## config.mk

```make
export PLATFORM = sky130hd
export DESIGN_NAME = input_conditioner
export DESIGN_NICKNAME = d
export VERILOG_FILES = /design/src/rtl/input_conditioner.sv
export SDC_FILE = /design/constraint.sdc
export NUM_CORES = 1
export LEC_CHECK = 0
export CORE_AREA = 3 3 112 157
export DETAILED_ROUTE_END_ITERATION = 6
export DIE_AREA = 0 0 115 160
export PLACE_DENSITY = 0.79
export SYNTH_ARGS = -nofsm -noshare
export SYNTH_HDL_FRONTEND = slang
export SYNTH_SLANG_ARGS = --single-unit
```

## constraint.sdc

```tcl
create_clock -name clk -period 9.79 [get_ports clk]
set_clock_uncertainty 0.1 [all_clocks]
set_input_delay 2.937 -clock clk [delete_from_list [all_inputs] [get_ports clk]]
set_output_delay 2.937 -clock clk [all_outputs]
set_load 0.01 [all_outputs]
```

## src/rtl/input_conditioner.sv

```systemverilog
`default_nettype none
// ============================================================================
//  Module   : input_conditioner
//  Purpose  : Synchronises, debounces and qualifies the main button, the right
//             button and the six-button membrane pad. Produces clean levels,
//             per-channel press-event pulses and long-hold flags, all counted
//             in timebase (1 ms) ticks.
//  Revision : 1.0  initial release
// ============================================================================
module input_conditioner #(
  parameter int DEBOUNCE_TICKS = 20,
  parameter int HOLD_TICKS     = 1000,
  parameter int N_MB           = 6
) (
  input  logic            clk,
  input  logic            reset,
  input  logic            timebase,
  input  logic            btn_raw,
  input  logic            btn_r_raw,
  input  logic [N_MB-1:0] mb_raw,
  output logic            button,
  output logic            button_r,
  output logic [N_MB-1:0] mbuttons,
  output logic            mb_conflict,
  output logic [N_MB+1:0] press_evt,
  output logic [N_MB+1:0] hold_long
);

  localparam int c_NCH = N_MB + 2;
  localparam int c_DW  = $clog2(DEBOUNCE_TICKS + 1);
  localparam int c_HW  = $clog2(HOLD_TICKS + 1);
  localparam int c_PW  = $clog2(N_MB + 1);

  localparam logic [c_DW-1:0] c_DCNT_MAX = c_DW'(DEBOUNCE_TICKS - 1);
  localparam logic [c_HW-1:0] c_HOLD_MAX = c_HW'(HOLD_TICKS);

  typedef enum logic [1:0] {
    ST_LO     = 2'd0,
    ST_CHK_HI = 2'd1,
    ST_HI     = 2'd2,
    ST_CHK_LO = 2'd3
  } state_t;

  logic [c_NCH-1:0] w_raw;
  logic [c_NCH-1:0] w_level;
  logic [c_NCH-1:0] w_hold;

  assign w_raw = {mb_raw, btn_r_raw, btn_raw};

  for (genvar g = 0; g < c_NCH; g++) begin : g_ch
    logic [1:0]      sync_q;
    logic            w_s;
    state_t          state_q, state_d;
    logic [c_DW-1:0] dcnt_q, dcnt_d;
    logic            level_q, level_d;
    logic [c_HW-1:0] hcnt_q, hcnt_d;

    assign w_s = sync_q[1];

    // Two-stage synchroniser for the asynchronous raw input
    always_ff @(posedge clk or posedge reset) begin
      if (reset) sync_q <= 2'b00;
      else       sync_q <= {sync_q[0], w_raw[g]};
    end

    // Debounce state, counter and level registers
    always_ff @(posedge clk or posedge reset) begin
      if (reset) begin
        state_q <= ST_LO;
        dcnt_q  <= '0;
        level_q <= 1'b0;
      end else begin
        state_q <= state_d;
        dcnt_q  <= dcnt_d;
        level_q <= level_d;
      end
    end

    // Debounce next-state: a disagreeing sample arms a check, which must then
    // survive DEBOUNCE_TICKS strobes; any agreeing sample cancels it first.
    always_comb begin
      state_d = state_q;
      dcnt_d  = dcnt_q;
      level_d = level_q;
      case (state_q)
        ST_LO: begin
          if (w_s) begin
            state_d = ST_CHK_HI;
            dcnt_d  = '0;
          end
        end
        ST_CHK_HI: begin
          if (!w_s) begin
            state_d = ST_LO;
          end else if (timebase) begin
            if (dcnt_q == c_DCNT_MAX) begin
              state_d = ST_HI;
              level_d = 1'b1;
              dcnt_d  = '0;
            end else begin
              dcnt_d = dcnt_q + 1'b1;
            end
          end
        end
        ST_HI: begin
          if (!w_s) begin
            state_d = ST_CHK_LO;
            dcnt_d  = '0;
          end
        end
        ST_CHK_LO: begin
          if (w_s) begin
            state_d = ST_HI;
          end else if (timebase) begin
            if (dcnt_q == c_DCNT_MAX) begin
              state_d = ST_LO;
              level_d = 1'b0;
              dcnt_d  = '0;
            end else begin
              dcnt_d = dcnt_q + 1'b1;
            end
          end
        end
        default: state_d = ST_LO;
      endcase
    end

    // Hold counter: cleared while released, saturates at HOLD_TICKS
    always_comb begin
      hcnt_d = hcnt_q;
      if (!level_q)
        hcnt_d = '0;
      else if (timebase && (hcnt_q != c_HOLD_MAX))
        hcnt_d = hcnt_q + 1'b1;
    end

    // Hold counter register
    always_ff @(posedge clk or posedge reset) begin
      if (reset) hcnt_q <= '0;
      else       hcnt_q <= hcnt_d;
    end

    assign w_level[g] = level_q;
    // Gated with level so the flag drops together with the level output.
    assign w_hold[g]  = level_q & (hcnt_q == c_HOLD_MAX);
  end

  logic [c_PW-1:0]  w_mb_pop;
  logic             w_conflict;
  logic [c_NCH-1:0] w_rise;
  logic [c_NCH-1:0] lvl_q;
  logic             conflict_q;
  logic [N_MB-1:0]  mbtn_q;
  logic [c_NCH-1:0] evt_q;
  logic [c_NCH-1:0] hold_q;

  // Membrane popcount and conflict / rising-edge qualification
  always_comb begin
    w_mb_pop = '0;
    for (int i = 2; i < c_NCH; i++)
      w_mb_pop = w_mb_pop + c_PW'(w_level[i]);
    w_conflict = (w_mb_pop >= c_PW'(2));
    // lvl_q holds the previously presented level, so this is a one-clk edge.
    w_rise = w_level & ~lvl_q & {{N_MB{~w_conflict}}, 2'b11};
  end

  // Output register stage
  always_ff @(posedge clk or posedge reset) begin
    if (reset) begin
      lvl_q      <= '0;
      conflict_q <= 1'b0;
      mbtn_q     <= '0;
      evt_q      <= '0;
      hold_q     <= '0;
    end else begin
      lvl_q      <= w_level;
      conflict_q <= w_conflict;
      mbtn_q     <= w_conflict ? '0 : w_level[c_NCH-1:2];
      evt_q      <= w_rise;
      hold_q     <= w_hold;
    end
  end

  assign button      = lvl_q[0];
  assign button_r    = lvl_q[1];
  assign mbuttons    = mbtn_q;
  assign mb_conflict = conflict_q;
  assign press_evt   = evt_q;
  assign hold_long   = hold_q;

endmodule
`default_nettype wire
```

======== Word level (Yosys, flattened, before mapping) ========
Cells that the tools add are included.
word-level totals
  flip-flop bits (word level) ............. 191
  input port bits ......................... 11
  output and inout bits ................... 25
  logic and storage cells ................. 480
cells by class
  $add $sub $neg .......................... 21
  $lt $le $gt $ge ......................... 1
  eq/ne operators ......................... 152
  muxes and demuxes ....................... 201
  bitwise logic cells ..................... 12
  reductions and logical operators ........ 48
operator list
  kind                                                                   count
  5-bit 2-to-1 mux                                                       48
  10-bit 2-to-1 mux                                                      16
  5-bit case mux with 4 select lines                                     8
  2-bit 2-to-1 mux                                                       64
  2-bit != test, second input constant                                   64
  3-bit != test, second input constant                                   32
  10-bit by 1-bit adder with 10-bit output, second input constant        8
  10-bit equality test, second input constant                            8
  10-bit != test, second input constant                                  8
  2-bit case mux with 4 select lines                                     8
  7-bit AND reduction                                                    8
  1-bit 2-to-1 mux                                                       48
  6-bit AND reduction                                                    8
  5-bit by 1-bit adder with 5-bit output, second input constant          8
  5-bit equality test, second input constant                             8
  2-bit equality test, second input constant                             16
  4-bit AND reduction                                                    8
  8-bit AND                                                              2
  2-bit by 1-bit equality test with 1-bit output, second input constant  8
  2-bit zero test                                                        8
  2-bit by 1-bit != test with 1-bit output, second input constant        8
  1-bit case mux with 2 select lines                                     8
  2-bit nonzero test                                                     8
  3-bit by 1-bit adder with 3-bit output                                 3
  other kinds (8)                                                        22

======== Longest topological paths before layout ========
Gate-level depths: netlist (run 1).
  depth after elaboration ................. 8
  gate-level depth with buffers ........... 7
  mapped depth without buffers ............ 7

======== Worst setup path after synthesis (run 1) ========
OpenSTA, ideal clock, no wires.
  path type ............................... input -> register
  from .................................... input timebase
  to ...................................... register (tool-made name)
  setup time .............................. 0.125 ns
  arrival ................................. 3.741 ns
  data required time ...................... 9.565 ns
  path slack .............................. 5.824 ns
  stages .................................. 4
  buffers on the path ..................... 2
  cell sequence ........................... buf_4 > buf_4 > and3_1 > mux2_2
RTL lines
  element      line  source
  from (decl)  17    input logic timebase,

======== Worst setup path after layout (run 1) ========
  from .................................... input timebase
  to ...................................... register g_ch[3].hcnt_q[2]
on the way
  longest elaborated chain between the ends .. 2
RTL lines
  element                                             line  source
  1-bit logical AND                                   133   else if (timebase && (hcnt_q != c_HOLD_MAX))
  2-bit by 1-bit != test with 1-bit output (no line)  n/a
  to (signal assigned)                                140   else hcnt_q <= hcnt_d;
  to (decl)                                           56    logic [c_HW-1:0] hcnt_q, hcnt_d;
Every way passes these cells.
A chain may end at the register's enable or synchronous reset.

==> metrics, run 1 <==
core area=approximately 16000 um2; Die H=between 150 and 200 um; GRT overflow=0; # diodes=0; Synth Cell Area=roughly 8900 um2; crit path kind=in -> reg; endpoint type of the worst setup path=flop; clock slew at reported path FFs=0.07 ns; setup bufs post-CTS=0; TritonCTS clock tree=done; crit path launch type=input pin; post-synth net total=888; Most used DFF post-synth=dfrtp_1; IO Pins=36; Crit path arrival time=4.85 ns; Max Freq=between 200 and 250 MHz; min cycle time layout=4.590 ns; run status=completed; final slew viol count=0; first-pass GRT wire length=~28 mm; worst hold slack=between 0.2 and 0.3 ns; CTS H-Tree Depth=4; largest net degree at the start of global routing=approximately 120; drt first pass iters=4; vias per cell=~5.6; Row Count=between 50 and 60; setup TNS=0 ns; Final HPWL DP=a little over 10 mm; Fin. Hold Viols=0; Leak=about 0.0045 uW; Layout Nets=approximately 930; Die W=approximately 120 um; total wire length=roughly 16 mm; CP max FO=approximately 60; Area Overhead vs Synth=12.37%; clk buf depth=2; fraction of layout cells with a size suffix above 1=just under 6%; multi-input logic area=~3900 um2; post-CTS sizing=0; EDFF count, synth=0; Die ar.=~18000 um2; Async SR Flop Fraction=100.0%; class of the worst hold path=reg -> reg; CTS Buf Count=17; Tcrit/Tclk final=between 40% and 50%; Detail Route Antenna Nets=0; yosys warns=0; CTS Sinks=about 190; Layout Cells excl Fill=approximately 1100; post-synth cell types=57; PortBufs=35; clk_lat worst skew=roughly 0.42 ns; gr usage total=18.34%; slew at the pin closest to its max-slew limit=0.9380 ns; sequential cell area fraction in the yosys report=between 50 and 60%; CTS hold repair buffers=0; flip-flop and latch area=around 4800 um2; DRC=0; initial antenna violation count=0; Max Cap Viol=0; Yosys reg bits=about 190; max_slew headroom=between 30% and 40%; drt initial violations=about 340; syn_area_per_cell=~11 um2; vias=between 6000 and 7000; Initial Utilization=a little under three fifths; Power Density=207.2 nW/um2; DR WL/cell=14.25 um; maximum VDD drop=114.0 uV; Placer Congestion=0.7861; root buf cell=clkbuf_16; Finish-stage setup viols=0; # fillers=approximately 1300; RSZ-0062 raised after global routing=no; Mapped Cells=850; DP Cell Count=approximately 1100; vias in the first global route=6262; worst path required time=slightly above 10 ns
## cell type report
cell class,instances,area share (%)
clock inverter,12,1.320
clock buffer,19,4.408
multi-input combinational,599,38.99
inverter,42,1.644
sequential,191,47.57
tap,199,2.478
timing repair buffer,37,3.587
## cell usage after synthesis, types with 4 or more instances
master / number / share of area, %
mux2i_1: 6 / 0.67
o41ai_1: 6 / 0.59
xor2_1: 24 / 2.4
a21o_1: 7 / 0.59
ha_1: 24 / 3.4
nor2_1: 38 / 1.6
nand4_1: 26 / 1.8
o21ai_0: 49 / 2.7
xnor2_1: 41 / 4.0
nor2b_1: 18 / 1.3
nand2_1: 86 / 3.6
nor3_1: 30 / 1.7
clkbuf_1: 9 / 0.38
nand4b_1: 5 / 0.49
and4_1: 5 / 0.49
or3_1: 11 / 0.77
inv_1: 41 / 1.7
a21boi_0: 4 / 0.34
and3_1: 11 / 0.77
and2_1: 37 / 2.6
nand3_1: 37 / 2.1
o22ai_1: 6 / 0.42
mux2_2: 9 / 1.1
dfrtp_1: 191 / 53
a22o_1: 17 / 1.7
buf_2: 6 / 0.34
a21oi_1: 15 / 0.84
o21a_1: 4 / 0.34
nand2b_1: 14 / 0.98
nor4_1: 19 / 1.3
nor4bb_1: 8 / 0.90
a31oi_1: 4 / 0.28
## cell usage in the layout, fill, tap and decap left out, types with 7 or more instances in the layout
cell             count
nor4bb_1             8
nor2_1              38
nand3_1             37
nand4_1             26
nor4_1              19
dfrtp_1            191
o21ai_0             49
nor2b_1             18
and2_1              37
nand2b_1            14
clkdlybuf4s50_1     34
a21o_1               7
clkbuf_16           17
or3_1               11
a21oi_1             15
a22o_1              17
and3_1              11
ha_1                24
mux2_2               9
xor2_1              24
xnor2_1             41
nand2_1             86
inv_1               40
nor3_1              30
## path summary, 6_finish.rpt
kind,from,to,slack [ns],depth (start not counted)
max in group asynchronous,reset,g_ch[1].dcnt_q[0]$_DFFE_PP0P_,5.25,3
hold reg to reg,g_ch[4].sync_q[0]$_DFF_PP0_,g_ch[4].sync_q[1]$_DFF_PP0_,0.25,0
hold / removal,g_ch[4].sync_q[0]$_DFF_PP0_,g_ch[4].sync_q[1]$_DFF_PP0_,0.25,0
setup / recovery,timebase,g_ch[3].hcnt_q[2]$_DFFE_PP0P_,5.20,6
setup reg to reg,g_ch[3].level_q$_DFFE_PP0P_,press_evt[2]$_DFF_PP0_,6.81,7
min in group asynchronous,reset,g_ch[6].hcnt_q[6]$_DFFE_PP0P_,2.93,2
## stage by stage
| step | util [%] | instance area [um2] | setup WS, ns | total power, uW |
|---|---|---|---|---|
| 2_1_floorplan | - | 8941 | 1.554 | 1322 |
| 3_3_place_gp | 58.32 | 9472 | 4.645 | 1395 |
| 3_5_place_dp | 58.32 | 9472 | 4.652 | 1412 |
| 4_1_cts | 61.86 | 10050 | 5.113 | 2099 |
| 5_1_grt | 61.86 | 10050 | 4.865 | 2211 |
| 6_report | 61.86 | 10050 | 5.200 | 2081 |
## per-layer routing
layer,up-vias,GRT usage (%),wire [um]
li1,3054,-,-
met3,13,3.715,374
met4,0,5.980,186
met2,73,32.01,8170
met5,-,0,0
met1,3042,22.53,6925
## kinds of logic (layout without fill, tap and decap cells)
kind of cell	Yosys count	in the layout	share of synthesized area, %
AOI/OAI and AO/OA	128	128	9.376
xor gates and xnor gates	65	65	6.367
adders and majority gates	27	27	4.030
buffers and inverters	60	110	2.729
DFF	191	191	53.46
muxes	15	15	1.805
and+or+nand+nor	364	364	22.24
## report_power, final
part	switching (uW)	internal (uW)	leakage (uW)
Clock	295	384	0.000276
Combinational	176	175	0.00175
Sequential	147	904	0.00245
## critical path: stages
cell and delay (ns):
buf_2 0.07, buf_4 0.52, clkinv_1 0.52, a31oi_1 0.45, and3b_1 0.22, o21a_1 0.10
## flip-flops by register name, indices dropped and copies added, names as in the netlist, named ones only
| register | count |
|---|---|
| press_evt | 8 |
| g_ch.level_q | 8 |
| hold_long | 8 |
| g_ch.state_q | 8 |
| mb_conflict | 1 |
| mbuttons | 6 |
| g_ch.dcnt_q | 40 |
| g_ch.sync_q | 16 |
| g_ch.hcnt_q | 80 |
| lvl_q | 8 |
Power figures use the tool's default switching activity.
==> run 2, diff against run 1 <==
- clock period: 9.79 -> 4.7 ns (I/O delays scaled with it)
==> run 2 against run 1 <==
Net effect: critical path depth down 1; critical path type unchanged; final cell count stayed put; sequential share of layout area is 0.14 points lower; non-clock buffer count grew 2; clock-buffer cell count up 5; utilization grew 0.18 points; highest routed layer unchanged; critical endpoint is now g_ch[7].dcnt_q[3]$_DFFE_PP0P_; global-route usage grew 0.084 points; power up 110%.
==> metrics, run 2 (synthesis results as in run 1) <==
slowest stage cell, crit path=buf_2 (was buf_4); Reg2Reg Capture Point=press_evt[3]$_DFF_PP0_ (was press_evt[2]$_DFF_PP0_); Detail Route Antenna Nets=0 (unchanged); post-route cell area=10080 um2 (was 10050 um2); Final HPWL DP=10.40 mm (was 10.18 mm); CP max FO=40 (was 61); Finish-stage setup viols=0 (unchanged); Buf/Inv on CP=2 (was 3); DR WL/cell=14.14 um (was 14.25 um); Area Overhead vs Synth=12.71% (was 12.37%); post-CTS sizing=0 (unchanged); CTS hold repair buffers=0 (unchanged); vias per cell=5.673 (was 5.625); Largest stage delay, worst path=0.62 ns (was 0.52 ns); Die ar.=18400 um2 (unchanged); Power Density=430.8 nW/um2 (was 207.2 nW/um2); vias=6235 (was 6182); setup bufs post-CTS=0 (unchanged); worst r2r src=g_ch[5].level_q$_DFFE_PP0P_ (was g_ch[3].level_q$_DFFE_PP0P_); delay-heaviest family, CP=buffers and inverters (unchanged); Reg with most FFs=g_ch.hcnt_q (unchanged); CTS Buf Count=17 (unchanged); PortBufs=35 (unchanged); hold path depth=0 (unchanged); pre-CTS WS=1.200 ns (was 4.652 ns); IO Pins=36 (unchanged); CTS Sinks=191 (unchanged); # fillers=1261 (was 1323); clk_lat worst skew=0.42 ns (about the same); Die H=160 um (unchanged); final slew viol count=0 (unchanged); gr usage total=18.43% (was 18.34%); Placed Area=9495 um2 (was 9472 um2); Largest regs=g_ch.hcnt_q (80), g_ch.dcnt_q (40), g_ch.sync_q (16) (unchanged); endpoint type of the worst setup path=flop (unchanged); Worst R2R Path Depth=7 (unchanged); Tcrit/Tclk final=between 60% and 70%; maximum VDD drop=219.7 uV (was 114.0 uV); commonest non-fill, non-tap cell in the layout=dfrtp_1 (unchanged); drt initial violations=398 (was 336); drt first pass iters=4 (unchanged); class of the worst hold path=reg -> reg (unchanged); # diodes=0 (unchanged); vias in the first global route=6357 (was 6262); setup ws final=1.546 ns (was 5.200 ns); slew at the pin closest to its max-slew limit=0.8319 ns (was 0.9380 ns); min cycle time layout=approximately 3.2 ns; run status=completed (unchanged); Row Count=55 (unchanged); sequence of cells on the critical path=buf_2 > clkinv_1 > a21o_1 > o21ai_0 > a22o_1 (was buf_2 > buf_4 > clkinv_1 > a31oi_1 > and3b_1 > o21a_1); fraction of layout cells with a size suffix above 1=5.778% (was 5.889%); initial antenna violation count=0 (unchanged); root buf cell=clkbuf_16 (unchanged); min-delay src=g_ch[4].sync_q[0]$_DFF_PP0_ (unchanged); worst hold slack=0.2473 ns (was 0.2530 ns); setup TNS=0 ns (unchanged); largest net degree at the start of global routing=89 (was 115); Placer Congestion=0.8219 (was 0.7861); Fin. Hold Viols=0 (unchanged); Leak=0.004493 uW (was 0.004480 uW); TritonCTS clock tree=done (unchanged); crit path kind=in -> reg (unchanged); first-pass GRT wire length=28.12 mm (was 27.88 mm); r2r setup slk=1.69 ns (was 6.81 ns); max_slew headroom=44.54% (was 37.47%); crit path launch type=input pin (unchanged); total wire length=15.54 mm (was 15.66 mm); Die W=115 um (unchanged); clk buf depth=2 (unchanged); worst path required time=4.96 ns (was 10.05 ns); Crit path arrival time=3.41 ns (was 4.85 ns); DRC=0 (unchanged); most frequent cells in the layout=dfrtp_1, nand2_1, o21ai_0 (unchanged); CTS H-Tree Depth=4 (unchanged); Layout Nets=928 (was 926); RSZ-0062 raised after global routing=no (unchanged); clock slew at reported path FFs=0.06 ns (was 0.07 ns); core area=16240 um2 (unchanged); Max Freq=between 300 and 400 MHz; Hold Path Sink=g_ch[4].sync_q[1]$_DFF_PP0_ (unchanged); multi-input logic area=3918 um2 (unchanged); GRT overflow=0 (unchanged); Initial Utilization=55.05% (unchanged); Total Power=4341 uW (was 2081 uW); flip-flop and latch area=4780 um2 (unchanged); max reg flops=80 (unchanged); Max Cap Viol=0 (unchanged)
## run 2: how the worst max path moves through the flow
stage / start / end / slack (ns) / cells past startpoint
2_1_floorplan: reset / async pin / 0.73 / 1
3_3_place_gp: timebase / g_ch[7].dcnt_q[4]$_DFFE_PP0P_ / 1.28 / 5
3_5_place_dp: timebase / g_ch[7].dcnt_q[3]$_DFFE_PP0P_ / 1.20 / 5
4_1_cts: timebase / g_ch[7].dcnt_q[4]$_DFFE_PP0P_ / 1.58 / 5
5_1_grt: timebase / g_ch[7].dcnt_q[4]$_DFFE_PP0P_ / 1.43 / 5
6_report: timebase / g_ch[7].dcnt_q[3]$_DFFE_PP0P_ / 1.55 / 5
## run 2: layout make-up
cell class | count | share of cell area (%)
timing repair buffer | 39 | 3.849
multi-input combinational | 599 | 38.87
inverter | 42 | 1.602
clock inverter | 5 | 0.7946
sequential | 191 | 47.43
clock buffer | 24 | 4.979
tap | 199 | 2.471
## run 2: metal layers
layer	up-vias	part of all wire [%]	GRT usage (%)
li1	3071	-	-
met1	3068	44	22.58
met2	81	52	31.95
met3	15	2.2	3.601
met4	0	1.1	6.674
met5	-	0	0
## run 2: worst reg2reg max path: cells and delay by family (launching register included)
kind                       cells  cell delay, ns
adders and majority gates      3            1.52
buffers and inverters          1            0.08
DFF                            1            0.69
and+or+nand+nor                3            0.57
## run 2: metrics by stage
step           utilization [%]  instances
2_1_floorplan                -        850
3_3_place_gp             58.47       1070
3_5_place_dp             58.47       1070
4_1_cts                  62.05       1099
5_1_grt                  62.05       1099
6_report                 62.05       1099
## run 2: where the power goes
| part | leakage (uW) | internal (uW) | switching, uW |
|---|---|---|---|
| Combinational | 0.00176 | 367 | 371 |
| Clock | 0.000280 | 846 | 569 |
| Sequential | 0.00245 | 1880 | 304 |
| Total | 0.00449 | 3100 | 1240 |
